**src/rtl/stopwatch_pkg.sv**
```systemverilog
// Shared definitions for the stopwatch control slice: FSM state encoding,
// per-digit BCD limits and the packed BCD value of the last displayable time.
package stopwatch_pkg;

  typedef enum logic [1:0] {
    IDLE  = 2'd0,
    RUN   = 2'd1,
    PAUSE = 2'd2,
    LAP   = 2'd3
  } state_t;

  // Largest value a BCD digit may hold: decimal digits and tens-of-seconds.
  localparam int unsigned DIGIT_MAX_9 = 9;
  localparam int unsigned DIGIT_MAX_5 = 5;

  // 99:59.99 packed as {min_t, min_o, sec_t, sec_o, cs_t, cs_o}.
  localparam logic [23:0] TIME_MAX_BCD = 24'h995999;

endpackage

```
**src/rtl/stopwatch_ctrl_bcd_digit.sv**
```systemverilog
// One BCD digit of the time cascade. Counts 0..MAX on inc and wraps to 0;
// carry is combinational so a whole cascade advances on a single edge.
module bcd_digit_counter
  import stopwatch_pkg::*;
#(
  parameter int unsigned MAX = DIGIT_MAX_9
) (
  input  logic       clk,
  input  logic       rst_n,
  input  logic       clr,
  input  logic       inc,
  output logic [3:0] digit,
  output logic       carry
);

  localparam logic [3:0] MAX_DIGIT = 4'(MAX);

  // Digit register: synchronous clear has priority over increment.
  always_ff @(posedge clk or negedge rst_n) begin
    // NOTE: state registers use non-blocking assignments so every flop samples
    // pre-edge values, regardless of the order the simulator runs processes.
    if (!rst_n) begin
      digit <= 4'd0;
    end else if (clr) begin
      digit <= 4'd0;
    end else if (inc) begin
      digit <= (digit == MAX_DIGIT) ? 4'd0 : digit + 4'd1;
    end
  end

  assign carry = inc & (digit == MAX_DIGIT);

endmodule

```
**src/rtl/stopwatch_ctrl.sv**
```systemverilog
// Stopwatch control: start/pause/lap/clear FSM, centisecond prescaler and a
// six-digit BCD time counter (MM:SS.cc) with lap-freeze display register.
// Optional build macro STOPWATCH_SATURATE_EN: hold at 99:59.99 instead of
// wrapping to 00:00.00 (overflow is flagged either way).
module stopwatch_ctrl
  import stopwatch_pkg::*;
#(
  parameter int CLK_HZ        = 100000000,
  parameter int TICK_HZ       = 100,
  parameter int PRESCALE_BITS = 20
) (
  input  logic       clk,
  input  logic       rst_n,
  input  logic       start_stop_pulse,
  input  logic       lap_reset_pulse,
  output logic       running,
  output logic       lap_active,
  output logic [3:0] min_t,
  output logic [3:0] min_o,
  output logic [3:0] sec_t,
  output logic [3:0] sec_o,
  output logic [3:0] cs_t,
  output logic [3:0] cs_o,
  output logic       overflow
);

  localparam int                       DIV           = CLK_HZ / TICK_HZ;
  localparam logic [PRESCALE_BITS-1:0] PRESCALE_LAST = PRESCALE_BITS'(DIV - 1);

  state_t                   state, state_next;
  logic                     clr, lap_capture;
  logic [PRESCALE_BITS-1:0] prescale;
  logic                     tick, tick_inc, at_max, overflow_set;

  logic [3:0] live_cs_o, live_cs_t, live_sec_o, live_sec_t, live_min_o, live_min_t;
  logic       c_cs_o, c_cs_t, c_sec_o, c_sec_t, c_min_o, c_min_t;
  logic [23:0] live_bcd, latched_bcd, shown_bcd;

  // State register.
  always_ff @(posedge clk or negedge rst_n) begin
    if (!rst_n) state <= IDLE;
    else        state <= state_next;
  end

  // Next-state logic; start_stop wins when both pulses arrive together.
  always_comb begin
    // NOTE: default assignment first so no path through this block leaves
    // state_next unassigned, which would infer a latch.
    state_next = state;
    case (state)
      IDLE:    if (start_stop_pulse) state_next = RUN;
      RUN:     if (start_stop_pulse) state_next = PAUSE;
               else if (lap_reset_pulse) state_next = LAP;
      LAP:     if (start_stop_pulse) state_next = PAUSE;
               else if (lap_reset_pulse) state_next = RUN;
      PAUSE:   if (start_stop_pulse) state_next = RUN;
               else if (lap_reset_pulse) state_next = IDLE;
      default: state_next = IDLE;
    endcase
  end

  // FSM outputs: status flags, clear while entering/holding IDLE, lap capture.
  always_comb begin
    running     = (state == RUN) || (state == LAP);
    lap_active  = (state == LAP);
    clr         = (state_next == IDLE);
    lap_capture = (state == RUN) && (state_next == LAP);
  end

  // Prescaler: advances only while counting, holds in PAUSE to keep the
  // sub-tick phase across a resume, cleared only on the way into IDLE.
  always_ff @(posedge clk or negedge rst_n) begin
    if (!rst_n)       prescale <= '0;
    else if (clr)     prescale <= '0;
    else if (running) prescale <= (prescale == PRESCALE_LAST) ? '0 : prescale + 1'b1;
  end

  assign tick     = running && (prescale == PRESCALE_LAST);
  assign live_bcd = {live_min_t, live_min_o, live_sec_t, live_sec_o, live_cs_t, live_cs_o};
  assign at_max   = (live_bcd == TIME_MAX_BCD);

`ifdef STOPWATCH_SATURATE_EN
  assign tick_inc = tick & ~at_max;
`else
  assign tick_inc = tick;
`endif

  // The final carry fires on a real wrap; the at_max term covers a tick that
  // saturation suppressed before it could reach the cascade.
  assign overflow_set = c_min_t | (tick & at_max);

  bcd_digit_counter #(.MAX(DIGIT_MAX_9)) u_cs_o (
    .clk(clk), .rst_n(rst_n), .clr(clr), .inc(tick_inc), .digit(live_cs_o), .carry(c_cs_o));
  bcd_digit_counter #(.MAX(DIGIT_MAX_9)) u_cs_t (
    .clk(clk), .rst_n(rst_n), .clr(clr), .inc(c_cs_o), .digit(live_cs_t), .carry(c_cs_t));
  bcd_digit_counter #(.MAX(DIGIT_MAX_9)) u_sec_o (
    .clk(clk), .rst_n(rst_n), .clr(clr), .inc(c_cs_t), .digit(live_sec_o), .carry(c_sec_o));
  bcd_digit_counter #(.MAX(DIGIT_MAX_5)) u_sec_t (
    .clk(clk), .rst_n(rst_n), .clr(clr), .inc(c_sec_o), .digit(live_sec_t), .carry(c_sec_t));
  bcd_digit_counter #(.MAX(DIGIT_MAX_9)) u_min_o (
    .clk(clk), .rst_n(rst_n), .clr(clr), .inc(c_sec_t), .digit(live_min_o), .carry(c_min_o));
  bcd_digit_counter #(.MAX(DIGIT_MAX_9)) u_min_t (
    .clk(clk), .rst_n(rst_n), .clr(clr), .inc(c_min_o), .digit(live_min_t), .carry(c_min_t));

  // Sticky overflow flag, released only by the return to IDLE.
  always_ff @(posedge clk or negedge rst_n) begin
    if (!rst_n)            overflow <= 1'b0;
    else if (clr)          overflow <= 1'b0;
    else if (overflow_set) overflow <= 1'b1;
  end

  // Lap latch: snapshot of the live count taken on the RUN->LAP edge.
  always_ff @(posedge clk or negedge rst_n) begin
    if (!rst_n)           latched_bcd <= '0;
    else if (clr)         latched_bcd <= '0;
    else if (lap_capture) latched_bcd <= live_bcd;
  end

  // Display register: frozen lap value while in LAP, live count otherwise.
  always_ff @(posedge clk or negedge rst_n) begin
    if (!rst_n) shown_bcd <= '0;
    else        shown_bcd <= lap_active ? latched_bcd : live_bcd;
  end

  assign {min_t, min_o, sec_t, sec_o, cs_t, cs_o} = shown_bcd;

endmodule

```
**config.mk**
```make
export PLATFORM = sky130hd
export DESIGN_NAME = stopwatch_ctrl
export DESIGN_NICKNAME = d
export VERILOG_FILES = /design/src/rtl/stopwatch_pkg.sv /design/src/rtl/stopwatch_ctrl_bcd_digit.sv /design/src/rtl/stopwatch_ctrl.sv
export SDC_FILE = /design/constraint.sdc
export NUM_CORES = 1
export LEC_CHECK = 0
export CORE_MARGIN = 2
export CORE_UTILIZATION = 35
export DETAILED_ROUTE_END_ITERATION = 7
export MAX_ROUTING_LAYER = met4
export PLACE_DENSITY = 0.63
export SYNTH_ARGS = -nofsm -noshare
export SYNTH_HDL_FRONTEND = slang
export SYNTH_SLANG_ARGS = --single-unit
```
**constraint.sdc**
```tcl
create_clock -name clk -period 3.08 [get_ports clk]
set_input_delay 0.616 -clock clk [delete_from_list [all_inputs] [get_ports clk]]
set_output_delay 0.616 -clock clk [all_outputs]
set_load 0.03 [all_outputs]
```
==> results by group, run 1 <==
Critical path
  – R2R depth: 5
  – Crit path DAT: 3.07 ns
  – Slowest-stage cell, CP: or4_4
  – Slowest Stage Delay on Critical Path: 0.60 ns
  – Crit. End Element: register
  – Kind of cell adding the most delay to the critical path: simple AND/OR/NAND/NOR gates
  – Startpoint types: register
  – Cell mode on critical path: or4_4
  – Worst-path cell chain: or4_4, or4_4, or3_1, or4_1, a21oi_1
  – CP Max Fanout: 9
  – WS Path Type: reg2reg
  – WP buf/inv: 0
  – Data required, critical path: 3.35 ns
  – Reg2Reg Setup Slack: 0.27 ns
  – Worst R2R End: u_min_t.digit[2]
  – Reg-to-Reg Start: prescale[13]

Floorplanning
  – Core ar.: 0.0126 mm^2
  – Row count: 41
  – Die Wd: 117 um
  – I/O pin count: 31
  – Die outline area: 0.0137 mm^2
  – Chip height: 117 um
  – Starting Density: 35.6%

Synth
  – Cell Area, Synth: 0.00447 mm^2
  – Post-synth EDFFs: 0
  – Synth area leader: dfrtp_1
  – Yosys cell types: 48
  – Main area contributors after synthesis: dfrtp_1, nand2_1, mux2_2, a21oi_1, nor2_1
  – Primary FF master, synth: dfrtp_1
  – Most instantiated library cell after synthesis: dfrtp_1
  – Yosys top cell area share: 53.1%
  – Asr flop ratio synth: 100%
  – Synthesis warning total: 0
  – Number of synthesized register bits: 95
  – Register area share after synthesis: 53.1%
  – Synthesized area per cell: 9.64 um^2
  – Synth Instances: 464
  – Syn_nets: 469
  – Post-synth top cells: dfrtp_1, nand2_1, a21oi_1, nor2_1, clkbuf_1

Power and ir drop
  – Leakage: 2.29 nW
  – Peak supply drop: 0.244 mV
  – Power Total: 3.09 mW
  – PwrDens: 582 mW/mm^2

CTS
  – Post-CTS Setup Bufs: 0
  – Resize count post-CTS: 0
  – Num Clock Sinks: 95
  – CTS tree: built
  – Clock Path Buffers: 2
  – Clk root buf: clkbuf_16
  – CTS HTree Levels: 3
  – Hold Buf Count CTS: 0
  – TritonCTS buffer count: 9
  – Clk_lat worst skew: 0.34 ns
  – Clock Pin Slew Worst Setup and Hold Paths: 0.07 ns

Global route
  – Largest net degree at the start of global routing: 55
  – Total Routing Usage GR: 15.5%
  – GRT Residual Overflow: 0
  – Initial antenna violation count: 0
  – First-pass GRT wire length: 16.3 mm
  – Vias in the first global route: 3,356

STA
  – Relative slew slack: 58.3%
  – Fin Clk Skew: 0.00695 ns
  – Worst slew pin tran: 0.621 ns
  – Final Setup Violations: 0
  – Fin. max-slew vios: 0
  – RSZ-0062 raised after global routing: false
  – Minimum clock period: 2.81 ns
  – Final hold violation count: 0
  – Setup_tns: 0 ns
  – Fmax: 356 MHz
  – Final period util: 91.2%
  – WHS: 0.269 ns

Layout
  – Layout cell share with drive strength beyond 1: 11.3%
  – Antenna Cells: 0
  – Register Area: 0.00238 mm^2
  – Area of the multi-input gates: 0.00196 mm^2
  – Fill cells: 1,221
  – Nets: 495
  – Final Util: 42.2%
  – Area growth syn-to-layout: 18.6%

Routing
  – Detailed-route via count: 3,452
  – Detail Route Antenna Nets: 0
  – Wire per inst: 14.6 um
  – Via density: 5.18
  – Post-route DRC: 0
  – DRT iter0 DRCs: 289
  – Drt pass-1 iters: 4
  – Final WL: 9.72 mm

Outcome
  – Outcome: finished clean

Worst hold path
  – Hold Path Class: in2async

Flow run
  – Max-Cap Viols: 0

Placement
  – Global placement routability congestion: 0.970
  – Final HPWL DP: 6.33 mm
  – IO Port Bufs: 30
## cells in the final DEF, fill, tap and decap left out, drive strengths merged, types with 8 or more instances in the layout
cell,Yosys,final
mux2,19,19
dfrtp,95,95
clkbuf,25,10
buf,3,15
and3,8,8
a21oi,42,42
nor2,31,31
nand4,10,10
o21ai,18,18
nand2,86,86
inv,8,10
nand3,16,16
nor3,8,8
xnor2,10,10
nor4,10,10
clkdlybuf4s50,0,28
## state kept, by name (all words and copies together) (netlist names)
| signal | cells |
|---|---|
| overflow | 1 |
| u_cs_t.digit | 4 |
| u_cs_o.digit | 4 |
| state | 2 |
| u_min_o.digit | 4 |
| shown_bcd | 24 |
| u_sec_o.digit | 4 |
| u_sec_t.digit | 4 |
| prescale | 20 |
| u_min_t.digit | 4 |
| latched_bcd | 24 |
## per-layer routing
| metal | vias up | global-route usage [%] | wire [um] |
|---|---|---|---|
| li1 | 1674 | - | - |
| met1 | 1703 | 19.8 | 4490 |
| met2 | 64 | 24.6 | 4750 |
| met3 | 11 | 3.66 | 367 |
| met4 | 0 | 4.47 | 110 |
| met5 | - | - | 0 |
## power breakdown
group	switching [mW]	internal, mW	leakage (nW)
logic	0.377	0.166	0.813
registers	0.0495	1.29	1.32
clock network	0.489	0.719	0.155
## stage by stage
| step | instances | cell area, um^2 | setup WS (ns) |
|---|---|---|---|
| floorplan | 464 | 4470 | 0.307 |
| global placement | 651 | 4990 | 0.315 |
| detailed placement | 651 | 4990 | 0.293 |
| CTS | 667 | 5310 | 0.273 |
| global route | 667 | 5310 | 0.200 |
| finish | 667 | 5310 | 0.272 |
## area by class of cell
class / instances / share of cell area [%]
clock buffers: 10 / 4.31
inverters: 8 / 0.566
clock inverters: 6 / 1.74
well taps: 172 / 4.05
repair buffers: 43 / 7.64
multi-input cells: 333 / 36.9
flip-flops and latches: 95 / 44.8
## worst max path at each step
stage / from / endpoint / slack [ns] / depth (start not counted)
floorplan: prescale[13] / u_min_t.digit[2] / 0.31 / 7
global placement: prescale[13] / u_min_t.digit[2] / 0.31 / 5
detailed placement: prescale[13] / u_min_t.digit[2] / 0.29 / 5
CTS: prescale[13] / u_min_t.digit[2] / 0.27 / 5
global route: prescale[13] / u_min_t.digit[2] / 0.20 / 5
finish: prescale[13] / u_min_t.digit[2] / 0.27 / 5
## cells by family (layout without fill, tap and decap cells)
logic type,after synthesis,after routing,share of synthesized area [%]
AO/OA/AOI/OAI,85,85,11.2
XOR/XNOR,17,17,3.33
adder cells (fa/ha/maj),1,1,0.280
buffers and inverters,36,67,3.22
flip-flops,95,95,53.1
multiplexers,25,25,6.12
AND/OR/NAND/NOR,205,205,22.8
No activity file was read; power rests on OpenSTA's default activity.
==> run 2, diff against run 1 <==
- CORE_UTILIZATION: 35 -> 59
- CTS_CLUSTER_DIAMETER: unset -> 80
- PLACE_DENSITY: 0.63 -> 0.91
==> run 2 against run 1 <==
Critical endpoint unchanged. Combinational power shrank 3%. Die area shrank 39%. Clock skew grew 0.0069 ns. Largest power group unchanged. Global-route usage grew 11 points.
==> results by group, run 2 (synthesis gave the netlist of run 1 again) <==
Outcome
  – Outcome: finished clean

STA
  – Setup_tns: 0 ns (unchanged)
  – Final hold violation count: 0 (unchanged)
  – Fmax: 358 MHz (+0.48%)
  – Final Setup Violations: 0 (unchanged)
  – RSZ-0062 raised after global routing: false
  – Minimum clock period: 2.79 ns (-0.0135 ns)
  – Worst slew pin tran: 0.619 ns (-0.00199 ns)
  – Final period util: 90.7% (-0.44 points)
  – Fin. max-slew vios: 0 (unchanged)
  – Relative slew slack: 58.2% (-0.085 points)
  – Fin Clk Skew: 0.0138 ns (+0.00690 ns)
  – WHS: 0.230 ns (-0.0388 ns)

CTS
  – Post-CTS Setup Bufs: 0 (unchanged)
  – Resize count post-CTS: 0 (unchanged)
  – Clk_lat worst skew: 0.37 ns (+0.03 ns)
  – CTS tree: built
  – TritonCTS buffer count: 9 (unchanged)
  – Clock Path Buffers: 2 (unchanged)
  – Clk root buf: clkbuf_8
  – Clock Pin Slew Worst Setup and Hold Paths: 0.10 ns (+0.03 ns)
  – Hold Buf Count CTS: 0 (unchanged)
  – CTS HTree Levels: 3 (unchanged)
  – Num Clock Sinks: 95 (unchanged)

Critical path
  – Startpoint types: register
  – Crit path DAT: 3.10 ns (+0.03 ns)
  – Reg2Reg Setup Slack: 0.29 ns (about the same)
  – Data required, critical path: 3.38 ns (+0.03 ns)
  – CP Max Fanout: 9 (unchanged)
  – WS Path Type: reg2reg
  – Crit. End Element: register

Power and ir drop
  – Clock network power share: 29.6% (-9.5 points)
  – Switching power: 0.904 mW (-1.4%)
  – PwrDens: 527 mW/mm^2 (-9.4%)
  – Seq pwr share: 50.8% (+7.5 points)
  – Peak supply drop: 0.350 mV (+44%)
  – Logic pwr share: 19.7% (+2.1 points)
  – Sw Share: 33.6% (+4.0 points)
  – Internal power: 1.79 mW (-18%)
  – Leakage: 2.22 nW (-2.9%)
  – Power Total: 2.69 mW (-13%)

Routing
  – DRT iter0 DRCs: 350 (+21%)
  – Final WL: 9.98 mm (+2.6%)
  – Via density: 6.07 (+17%)
  – Detailed-route via count: 3,605 (+4.4%)
  – Drt pass-1 iters: 5 (+1)
  – Wire per inst: 16.8 um (+15%)
  – Detail Route Antenna Nets: 0 (unchanged)
  – Post-route DRC: 0 (unchanged)

Floorplanning
  – Core ar.: 0.00729 mm^2 (-42%)
  – Chip height: 91.1 um (-22%)
  – Starting Density: 61.4% (+26 points)
  – I/O pin count: 31 (unchanged)
  – Die Wd: 91.1 um (-22%)
  – Die outline area: 0.00830 mm^2 (-39%)
  – Row count: 31 (-24%)

Layout
  – Most common cell after layout, fill and taps aside: dfrtp_1
  – Biggest regs: latched_bcd: 24 flops, shown_bcd: 24 flops, prescale: 20 flops
  – Layout cell share with drive strength beyond 1: 11.3% (unchanged)
  – Antenna Cells: 0 (unchanged)
  – Most frequent cells in the layout: dfrtp_1, nand2_1, a21oi_1
  – Area growth syn-to-layout: 14.0%
  – Nets: 495 (unchanged)
  – Fill cells: 553 (-55%)

Placement
  – Global placement routability congestion: 0.897 (-7.5%)
  – Final HPWL DP: 6.65 mm (+5.0%)
  – IO Port Bufs: 30 (unchanged)

Global route
  – Total Routing Usage GR: 26.3% (+11 points)
  – Initial antenna violation count: 0 (unchanged)
  – GRT Residual Overflow: 0 (unchanged)
  – Vias in the first global route: 3,588 (+6.9%)
  – First-pass GRT wire length: 16.9 mm (+4.1%)
  – Largest net degree at the start of global routing: 46 (-16%)

Flow run
  – Max-Cap Viols: 0 (unchanged)

Worst hold path
  – Hold Path Class: in2async
-- run 2: cell types whose count changed in the layout (fill, tap and decap cells not counted) --
cell,before,now
clkinvlp_4,1,3
clkdlybuf4s50_1,28,29
bufinv_16,2,0
clkbuf_8,0,10
clkbuf_16,9,0
clkinv_2,1,0
buf_12,1,2
clkinv_4,0,1
buf_4,14,12
clkbuf_1,1,0
-- run 2: metal layers --
layer | track usage (%) | vias to the layer above | wire length, um
met5 | - | - | 0
met4 | 10.4 | 0 | 280
met3 | 5.64 | 25 | 552
met2 | 43.0 | 127 | 5110
met1 | 32.2 | 1774 | 4030
li1 | - | 1679 | -
-- run 2: power groups by stage --
stage / clock network [mW] / registers, mW / logic [mW]
6_report: 0.795 / 1.36 / 0.529
4_1_cts: 0.806 / 1.36 / 0.523
5_1_grt: 0.851 / 1.37 / 0.567
3_3_place_gp: 0 / 1.38 / 0.508
3_5_place_dp: 0 / 1.39 / 0.521
2_1_floorplan: 0 / 1.35 / 0.349
-- run 2: per-stage QoR --
stage / utilization [%] / std cells / area (um^2) / setup slack, ns
final: 69.9 / 594 / 5100 / 0.286
after global routing: 69.9 / 594 / 5100 / 0.204
after CTS: 69.9 / 594 / 5100 / 0.291
after detailed placement: 67.3 / 578 / 4910 / 0.310
after global placement: 67.3 / 578 / 4910 / 0.336
after floorplan: - / 464 / 4470 / 0.307
-- run 2: worst paths after layout --
path	start	to	cells past startpoint
setup / recovery	prescale[13]	u_min_t.digit[2]	5
hold / removal	rst_n	shown_bcd[16]	1
setup reg to reg	prescale[13]	u_min_t.digit[2]	5
hold reg to reg	latched_bcd[10]	shown_bcd[10]	2
max in group asynchronous	rst_n	shown_bcd[8]	2
min in group clk	latched_bcd[10]	shown_bcd[10]	2
-- run 2: critical path, cell delays in order (launching register included) --
cell,delay (ns)
dfrtp_1,0.44
or4_4,0.56
or4_4,0.59
or3_1,0.48
or4_1,0.52
a21oi_1,0.14
-- run 2: area by class of cell --
cell class              count  area [um^2]  area share, %
flip-flops and latches     95         2380           46.6
repair buffers             43          420           8.25
multi-input cells         333         1960           38.4
well taps                  99          124           2.43
clock inverters             6         51.3           1.01
clock buffers              10          138           2.70
inverters                   8         30.0          0.589
